`config.mk`:
```
export PLATFORM = sky130hd
export DESIGN_NAME = rv_regfile
export DESIGN_NICKNAME = d
export VERILOG_FILES = /design/src/rtl/rv_regfile_pkg.sv /design/src/rtl/rv_regfile_rdport.sv /design/src/rtl/rv_regfile.sv
export SDC_FILE = /design/constraint.sdc
export NUM_CORES = 2
export LEC_CHECK = 0
export ABC_CLOCK_PERIOD_IN_PS = 34500
export BUFFER_PORTS_ARGS = -buffer_cell sky130_fd_sc_hd__buf_2
export CORE_ASPECT_RATIO = 2
export CORE_UTILIZATION = 60
export DETAILED_ROUTE_END_ITERATION = 6
export PLACE_DENSITY_LB_ADDON = 0.15
export RECOVER_POWER = 50
export SLEW_MARGIN = 20
export SYNTH_ARGS = -nofsm -noshare
export SYNTH_HDL_FRONTEND = slang
export SYNTH_SLANG_ARGS = --single-unit
```
`constraint.sdc`:
```
create_clock -name clk -period 34.5 [get_ports clk]
set_input_delay 0 -clock clk [delete_from_list [all_inputs] [get_ports clk]]
set_output_delay 0 -clock clk [all_outputs]
set_load 0.03 [all_outputs]
```
`src/rtl/rv_regfile_pkg.sv`:
```
`default_nettype none
// ============================================================================
// Module      : rv_regfile_pkg
// Description : Shared index type and legality helper for the RV32 register
//               file and its read channels.
// Revision    : 1.0 - initial release
// ============================================================================
package rv_regfile_pkg;

  localparam int REG_IDX_W = 5;

  typedef logic [REG_IDX_W-1:0] reg_idx_t;

  // An index is legal when it addresses an implemented register; upper
  // address bits are deliberately not masked so RV32E sees x16..x31 as illegal.
  function automatic logic is_legal_idx(input reg_idx_t idx, input int unsigned num_regs);
    return ({27'd0, idx} < num_regs);
  endfunction

endpackage
`default_nettype wire

```
`src/rtl/rv_regfile_rdport.sv`:
```
`default_nettype none
// ============================================================================
// Module      : rv_regfile_rdport
// Description : One read channel of the register file: request handshake,
//               write-bypass mux, illegal-address flag and a one-entry held
//               output stage with snapshot semantics.
// Revision    : 1.0 - initial release
// ============================================================================
module rv_regfile_rdport
  import rv_regfile_pkg::*;
#(
  parameter int XLEN     = 32,
  parameter int NUM_REGS = 32,
  parameter int BYPASS   = 1
) (
  input  logic            clk,
  input  logic            rst,
  input  logic            arvalid,
  output logic            arready,
  input  reg_idx_t        araddr,
  output logic            rvalid,
  input  logic            rready,
  output logic [XLEN-1:0] rdata,
  output logic            rerr,
  input  logic [XLEN-1:0] store_data,  // storage word at araddr (don't-care when illegal)
  input  logic            wr_commit,   // a legal nonzero write is being accepted this cycle
  input  reg_idx_t        wr_addr,
  input  logic [XLEN-1:0] wr_data
);

  logic            accept;
  logic            legal;
  logic            hit;
  logic [XLEN-1:0] load_data;

  // The stage can take a new request when empty or being drained this cycle;
  // nothing is accepted while reset is asserted.
  assign arready = !rst && (!rvalid || rready);
  assign accept  = arvalid && arready;
  assign legal   = is_legal_idx(araddr, NUM_REGS);
  assign hit     = (BYPASS != 0) && wr_commit && (wr_addr == araddr);

  // Select the value captured on accept: x0 and illegal indices read zero,
  // a colliding write wins over storage when bypass is enabled.
  always_comb begin
    load_data = store_data;
    if (!legal || (araddr == '0)) begin
      load_data = '0;
    end else if (hit) begin
      load_data = wr_data;
    end
  end

  // Output stage: load on accept, drop valid on consume, otherwise hold.
  always_ff @(posedge clk or posedge rst) begin
    if (rst) begin
      rvalid <= 1'b0;
      rdata  <= '0;
      rerr   <= 1'b0;
    end else if (accept) begin
      rvalid <= 1'b1;
      rdata  <= load_data;
      rerr   <= !legal;
    end else if (rready) begin
      rvalid <= 1'b0;
    end
  end

endmodule
`default_nettype wire

```
`src/rtl/rv_regfile.sv`:
```
`default_nettype none
// ============================================================================
// Module      : rv_regfile
// Description : Parametrised RV32/RV32E integer register file with one write
//               port and NUM_RD independent registered read channels.
// Revision    : 1.0 - initial release
// ============================================================================
module rv_regfile
  import rv_regfile_pkg::*;
#(
  parameter int XLEN     = 32,
  parameter int NUM_REGS = 32,
  parameter int NUM_RD   = 2,
  parameter int BYPASS   = 1
) (
  input  logic                        clk,
  input  logic                        rst,
  input  logic [NUM_RD-1:0]           i_rd_arvalid,
  output logic [NUM_RD-1:0]           o_rd_arready,
  input  logic [NUM_RD*REG_IDX_W-1:0] i_rd_araddr,
  output logic [NUM_RD-1:0]           o_rd_rvalid,
  input  logic [NUM_RD-1:0]           i_rd_rready,
  output logic [NUM_RD*XLEN-1:0]      o_rd_rdata,
  output logic [NUM_RD-1:0]           o_rd_rerr,
  input  logic                        i_wr_wvalid,
  output logic                        o_wr_wready,
  input  reg_idx_t                    i_wr_waddr,
  input  logic [XLEN-1:0]             i_wr_wdata,
  output logic                        o_wr_werr
);

  localparam int IDX_W = $clog2(NUM_REGS);

  logic [XLEN-1:0] regs [NUM_REGS];
  logic            wr_accept;
  logic            wr_legal;
  logic            wr_commit;

  assign o_wr_wready = !rst;
  assign wr_accept   = i_wr_wvalid && o_wr_wready;
  assign wr_legal    = is_legal_idx(i_wr_waddr, NUM_REGS);
  assign wr_commit   = wr_accept && wr_legal && (i_wr_waddr != '0);

  // Architectural storage; x0 is never written so it stays zero.
  always_ff @(posedge clk or posedge rst) begin
    if (rst) begin
      for (int i = 0; i < NUM_REGS; i++) begin
        regs[i] <= '0;
      end
    end else if (wr_commit) begin
      regs[i_wr_waddr[IDX_W-1:0]] <= i_wr_wdata;
    end
  end

  // One-cycle error pulse for an accepted write to an unimplemented register.
  always_ff @(posedge clk or posedge rst) begin
    if (rst) begin
      o_wr_werr <= 1'b0;
    end else begin
      o_wr_werr <= wr_accept && !wr_legal;
    end
  end

  generate
    for (genvar c = 0; c < NUM_RD; c++) begin : g_rd
      reg_idx_t        addr;
      logic [XLEN-1:0] store;

      assign addr = i_rd_araddr[c*REG_IDX_W +: REG_IDX_W];
      // Truncated index only selects a word; the channel zeroes illegal reads.
      assign store = regs[addr[IDX_W-1:0]];

      rv_regfile_rdport #(
        .XLEN     (XLEN),
        .NUM_REGS (NUM_REGS),
        .BYPASS   (BYPASS)
      ) u_rdport (
        .clk        (clk),
        .rst        (rst),
        .arvalid    (i_rd_arvalid[c]),
        .arready    (o_rd_arready[c]),
        .araddr     (addr),
        .rvalid     (o_rd_rvalid[c]),
        .rready     (i_rd_rready[c]),
        .rdata      (o_rd_rdata[c*XLEN +: XLEN]),
        .rerr       (o_rd_rerr[c]),
        .store_data (store),
        .wr_commit  (wr_commit),
        .wr_addr    (i_wr_waddr),
        .wr_data    (i_wr_wdata)
      );
    end
  endgenerate

endmodule
`default_nettype wire

```
### Yosys cells after proc, flatten, opt, wreduce, memory -nomap -nowiden

Cells that the tools add are included.
W data, S select, Z words.

| cells by class | value |
|---|---|
| magnitude comparators | 4 |
| equal/unequal tests | 2 |
| mux-type cells | 17 |
| bitwise gates (word level) | 3 |
| reductions and logical operators | 19 |

Operator list:

| operator | number |
|---|---|
| $bwmux W1024 | 1 |
| $bmux W32 S5 | 2 |
| $mux W32 | 9 |
| $demux W32 S5 | 1 |
| $ge A6 B6 Y1 const B | 3 |
| $not A5 Y6 | 3 |
| $eq A5 B5 Y1 | 2 |
| $logic_not A5 Y1 | 2 |
| $logic_and A1 B1 Y1 | 9 |
| $lt A6 B1 Y1 const B | 1 |
| $reduce_bool A5 Y1 | 1 |
| $mux W1 | 4 |
| $reduce_bool A2 Y1 | 2 |
| $logic_not A1 Y1 | 3 |
| $logic_or A1 B1 Y1 | 2 |

| storage, ports and cells | value |
|---|---|
| register bits | 1090 |
| input bits | 54 |
| output and inout bits | 72 |
| logic and storage cells | 81 |

### Logic depth before layout (Yosys ltp)

| logic depth | value |
|---|---|
| word-level depth | 6 |
| depth in mapped cells | 9 |
| gate-level depth less buffers | 5 |

### By module

Synthesis repeated with hierarchy kept, for this count alone.

| second synthesis, totals | value |
|---|---|
| cells, all modules | 4918 |
| area total of the unflattened synthesis | 59229.3 µm² |

Modules (own cells, without submodules):

| module | instances | cells an instance | area each (µm²) | sequential area each (µm²) |
|---|---|---|---|---|
| rv_regfile | 1 | 4608 | 55695.9 | 25624.6 |
| rv_regfile_rdport | 2 | 155 | 1766.7 | 825.8 |

### Least setup slack after synthesis

No wires, ideal clock.

| path | value |
|---|---|
| path kind | input-to-reg |
| start | input port rst |
| end | register g_rd[1].u_rdport.rdata[0] |
| setup time | 64 ps |
| arrival | 26885 ps |
| data required time | 34436 ps |
| setup slack | 7552 ps |
| stages on the path | 6 |
| buffers on the path | 1 |
| cells stage by stage | inv_1 -> o2111ai_2 -> nor4_4 -> buf_4 -> a22o_1 -> or3_1 |

| on the way | value |
|---|---|
| cells in the longest elaborated chain, start to end | 6 |
| elaborated cells between the ends (all ways) | 8 |
| classes of those cells | mux (2); reduce/logical (6) |

Ends and longest elaborated chain:

| element | line | source |
|---|---|---|
| from (decl) | rv_regfile.sv:17 | `input logic rst,` |
| $logic_not A1 Y1 (no source line) * | n/a |  |
| $logic_and A1 B1 Y1 | rv_regfile.sv:40 | `assign wr_accept = i_wr_wvalid && o_wr_wready;` |
| $logic_and A1 B1 Y1 | rv_regfile.sv:42 | `assign wr_commit = wr_accept && wr_legal && (i_wr_waddr != '0);` |
| $logic_and A1 B1 Y1 | rv_regfile_rdport.sv:41 | `assign hit = (BYPASS != 0) && wr_commit && (wr_addr == araddr);` |
| $mux W32 | rv_regfile_rdport.sv:49 | `end else if (hit) begin` |
| $mux W32 | rv_regfile_rdport.sv:47 | `if (!legal \|\| (araddr == '0)) begin` |
| to (signal assigned) | rv_regfile_rdport.sv:62 | `rdata <= load_data;` |
| to (decl) | rv_regfile_rdport.sv:23 | `output logic [XLEN-1:0] rdata,` |

Every way passes the cells marked *; elsewhere a longest branch is shown, timed or not.
A chain may end at the register's enable or synchronous reset.

==> results.py <==
metrics = {
    "critical_path": {
        "required_ps": 35220,
        "crit_slowest_cell": "clkbuf_1",
        "r2r_start": "g_rd[1].u_rdport.rvalid",
        "critPathLaunch": "rst",
        "cp-end-kind": "asynchronous set/reset pin",
        "cpPeakStageDelay_ps": 6850,
        "criticalPathCategory": "in -> async",
        "start_kind": "input port",
        "worstPathArrival_ps": 13340,
        "crit_path_max_fanout": 181,
        "path_cells": "dlygate4sd3_1, clkbuf_1, clkinvlp_2, clkbuf_1, buf_6, buf_4, buf_4",
    },
    "cts": {
        "cts.path.max_buffers": 3,
        "clockRootBuffer": "clkbuf_16",
        "clkSlewWorstSetupHoldPaths_ps": 70,
        "post_cts_buffers": 0,
        "hold_buffers": 38,
        "cts_tree": "done",
        "clock_sinks": 1090,
        "ctsResizeCount": 0,
        "cts_buffers": 98,
        "clk_latency_ps": 740,
        "htreeDepth": 3,
    },
    "detailed_routing": {
        "firstDrtPassIters": 7,
        "drtAntennaViolNets": 0,
        "wirelength_microns": 187000,
        "drcViolationCount": 48,
        "routedWlPerCell_microns": 36.8,
        "via_per_inst": 7.55,
        "num_vias": 38443,
        "drtIter0Drc": 4106,
    },
    "hold_path": {
        "min_path_type": "in -> reg",
        "min_from": "i_wr_waddr[0]",
    },
    "sta": {
        "hold_viol_final": 0,
        "clock_skew_ps": 33.5,
        "slew_headroom": -5.33,
        "setup_viol": 0,
        "tightest_slew_ps": 9490,
        "finalMaxSlewViolations": 1230,
        "final.setup.tns_ps": 0,
        "rsz0062_at_grt": "no",
        "min_period_ps": 12620,
        "fin_ws_ps": 21880,
        "final.period_utilization": 0.366,
        "max_freq_mhz": 79.3,
    },
    "layout": {
        "stdcell_count": 5095,
        "syn2layout_area_growth_pct": 7.89,
        "layout_commonest_cell": "dfrtp_1",
        "drive_above_1_share": 0.433,
        "mostFrequentLayoutCells": "dfrtp_1 (1090), mux2_2 (990), mux4_2 (384), mux2i_1 (256), a22oi_1 (192)",
        "num-nets-final": 3857,
        "post-route-util": 0.653,
    },
    "pwr": {
        "power_density_nw_per_um2": 53.6,
        "power_leakage_nw": 27.8,
        "p_total_w": 0.00329,
        "ir_worst_vdd_mv": 0.0494,
    },
    "grt": {
        "overflow": 0,
        "grt_max_degree": 182,
        "grt_pass1_wl_microns": 275000,
        "grt_pass1_vias": 41247,
        "antenna_found_initial": 8,
        "grt.total_usage": 0.400,
    },
    "synth": {
        "yosys_warnings": 0,
        "synth_cell_types": 45,
        "netlist_area_sq_um": 56900,
        "netlist_instances": 3918,
        "ys.flop_type": "dfrtp_1",
        "ys_seq_area_frac": 0.480,
        "async_flop_share": 1.00,
        "avgSynthCellArea_sq_um": 14.5,
        "synth_edf_count": 0,
        "ys_seq_elements": 1090,
    },
    "outcome": {
        "violations": "design-rule violations, max-capacitance violations, max-slew violations",
        "status": "finished with violations",
    },
    "job": {
        "cap_violations": 30,
    },
    "floorplanning": {
        "io_pins": 126,
        "die_width_microns": 220,
        "die-area_sq_um": 96100,
        "core_sq_um": 93900,
        "rows": 159,
        "start_util": 0.606,
        "die_h_microns": 437,
    },
    "placed_design": {
        "gp_congestion": 0.851,
        "dpl.cell_count": 4872,
        "port_buffers": 122,
        "hpwl_microns": 105000,
        "pre_cts_ws_ps": 29720,
    },
}
-- synth_stat cells, types with 2 or more instances --
cell type	n	area, sq um
nor3_1	2	10.0
and3_1	2	12.5
nand4b_1	3	26.3
o21ai_0	64	320
nand3_1	4	20.0
or2_2	2	12.5
o311ai_2	3	48.8
dfrtp_1	1090	27300
and2_1	6	37.5
inv_1	5	18.8
xnor2_1	10	87.6
mux2i_1	256	2560
a211o_1	32	280
nand3b_1	3	22.5
a22o_1	64	561
nor3b_1	3	22.5
nor2_1	19	71.3
a21oi_1	96	480
buf_1	60	225
a221oi_1	128	1120
nor2b_1	7	43.8
or3_1	32	200
clkbuf_1	211	792
mux4_2	384	8650
mux2_2	991	11200
buf_4	25	188
nand2_1	54	203
a22oi_1	192	1440
buf_2	152	761
buf_6	3	33.8
-- metrics by stage --
step / instance area (sq um) / hold WS (ps)
3_3_place_gp: 57900 / 205
2_1_floorplan: 56900 / 152
3_5_place_dp: 58000 / 233
6_report: 61400 / 40.5
4_1_cts: 61600 / 5.92
5_1_grt: 61300 / 49.7
-- power breakdown --
part | internal (W) | switching, W
registers | 0.00144 | 0.000138
clock network | 0.000630 | 0.000507
logic | 0.000292 | 0.000277
total | 0.00237 | 0.000922
-- kinds of logic after synthesis --
family                 Yosys count  share of synthesized area
multiplexers                  1632                      0.394
other                            1                  0.0000659
flip-flops                    1090                      0.480
AO/OA/AOI/OAI                  582                     0.0755
buffers and inverters          456                     0.0355
XOR/XNOR                        10                    0.00154
AND/OR/NAND/NOR                147                     0.0141
-- worst max-delay path: cells and delay by family --
family / cells / cell delay (ps)
buf+inv: 7 / 12940
-- state kept, by name (all words and copies together), names as in the netlist --
name,flops
g_rd.u_rdport.rdata,64
g_rd.u_rdport.rvalid,2
regs,1024
-- per-layer routing --
layer / vias up / track usage / share of wire
li1: 14960 / - / -
met3: 849 / 0.0795 / 0.080
met2: 2217 / 0.651 / 0.49
met5: - / 0 / 0.00037
met4: 10 / 0.320 / 0.091
met1: 20407 / 0.459 / 0.33
-- area by class of cell --
type | instances | area, sq um
antenna | 4 | 10.0
clock buffer | 149 | 2920
clock inverter | 32 | 359
fill | 6830 | 32500
inverter | 5 | 20.0
multi-input combinational | 2374 | 27800
sequential | 1090 | 27300
tap | 1207 | 1510
timing repair buffer | 234 | 1500
-- worst paths after layout --
path	end	slack [ps]	depth (start not counted)
worst min-delay path	regs[90]	40	4
worst min register to register	regs[1005]	400	0
worst max register to register	g_rd[1].u_rdport.rdata[2]	31850	7
max in group clk	o_wr_wready	26950	5
worst max-delay path	regs[621]	21880	7
min in group asynchronous	g_rd[0].u_rdport.rvalid	1330	3
(Power assumes the default switching activity.)
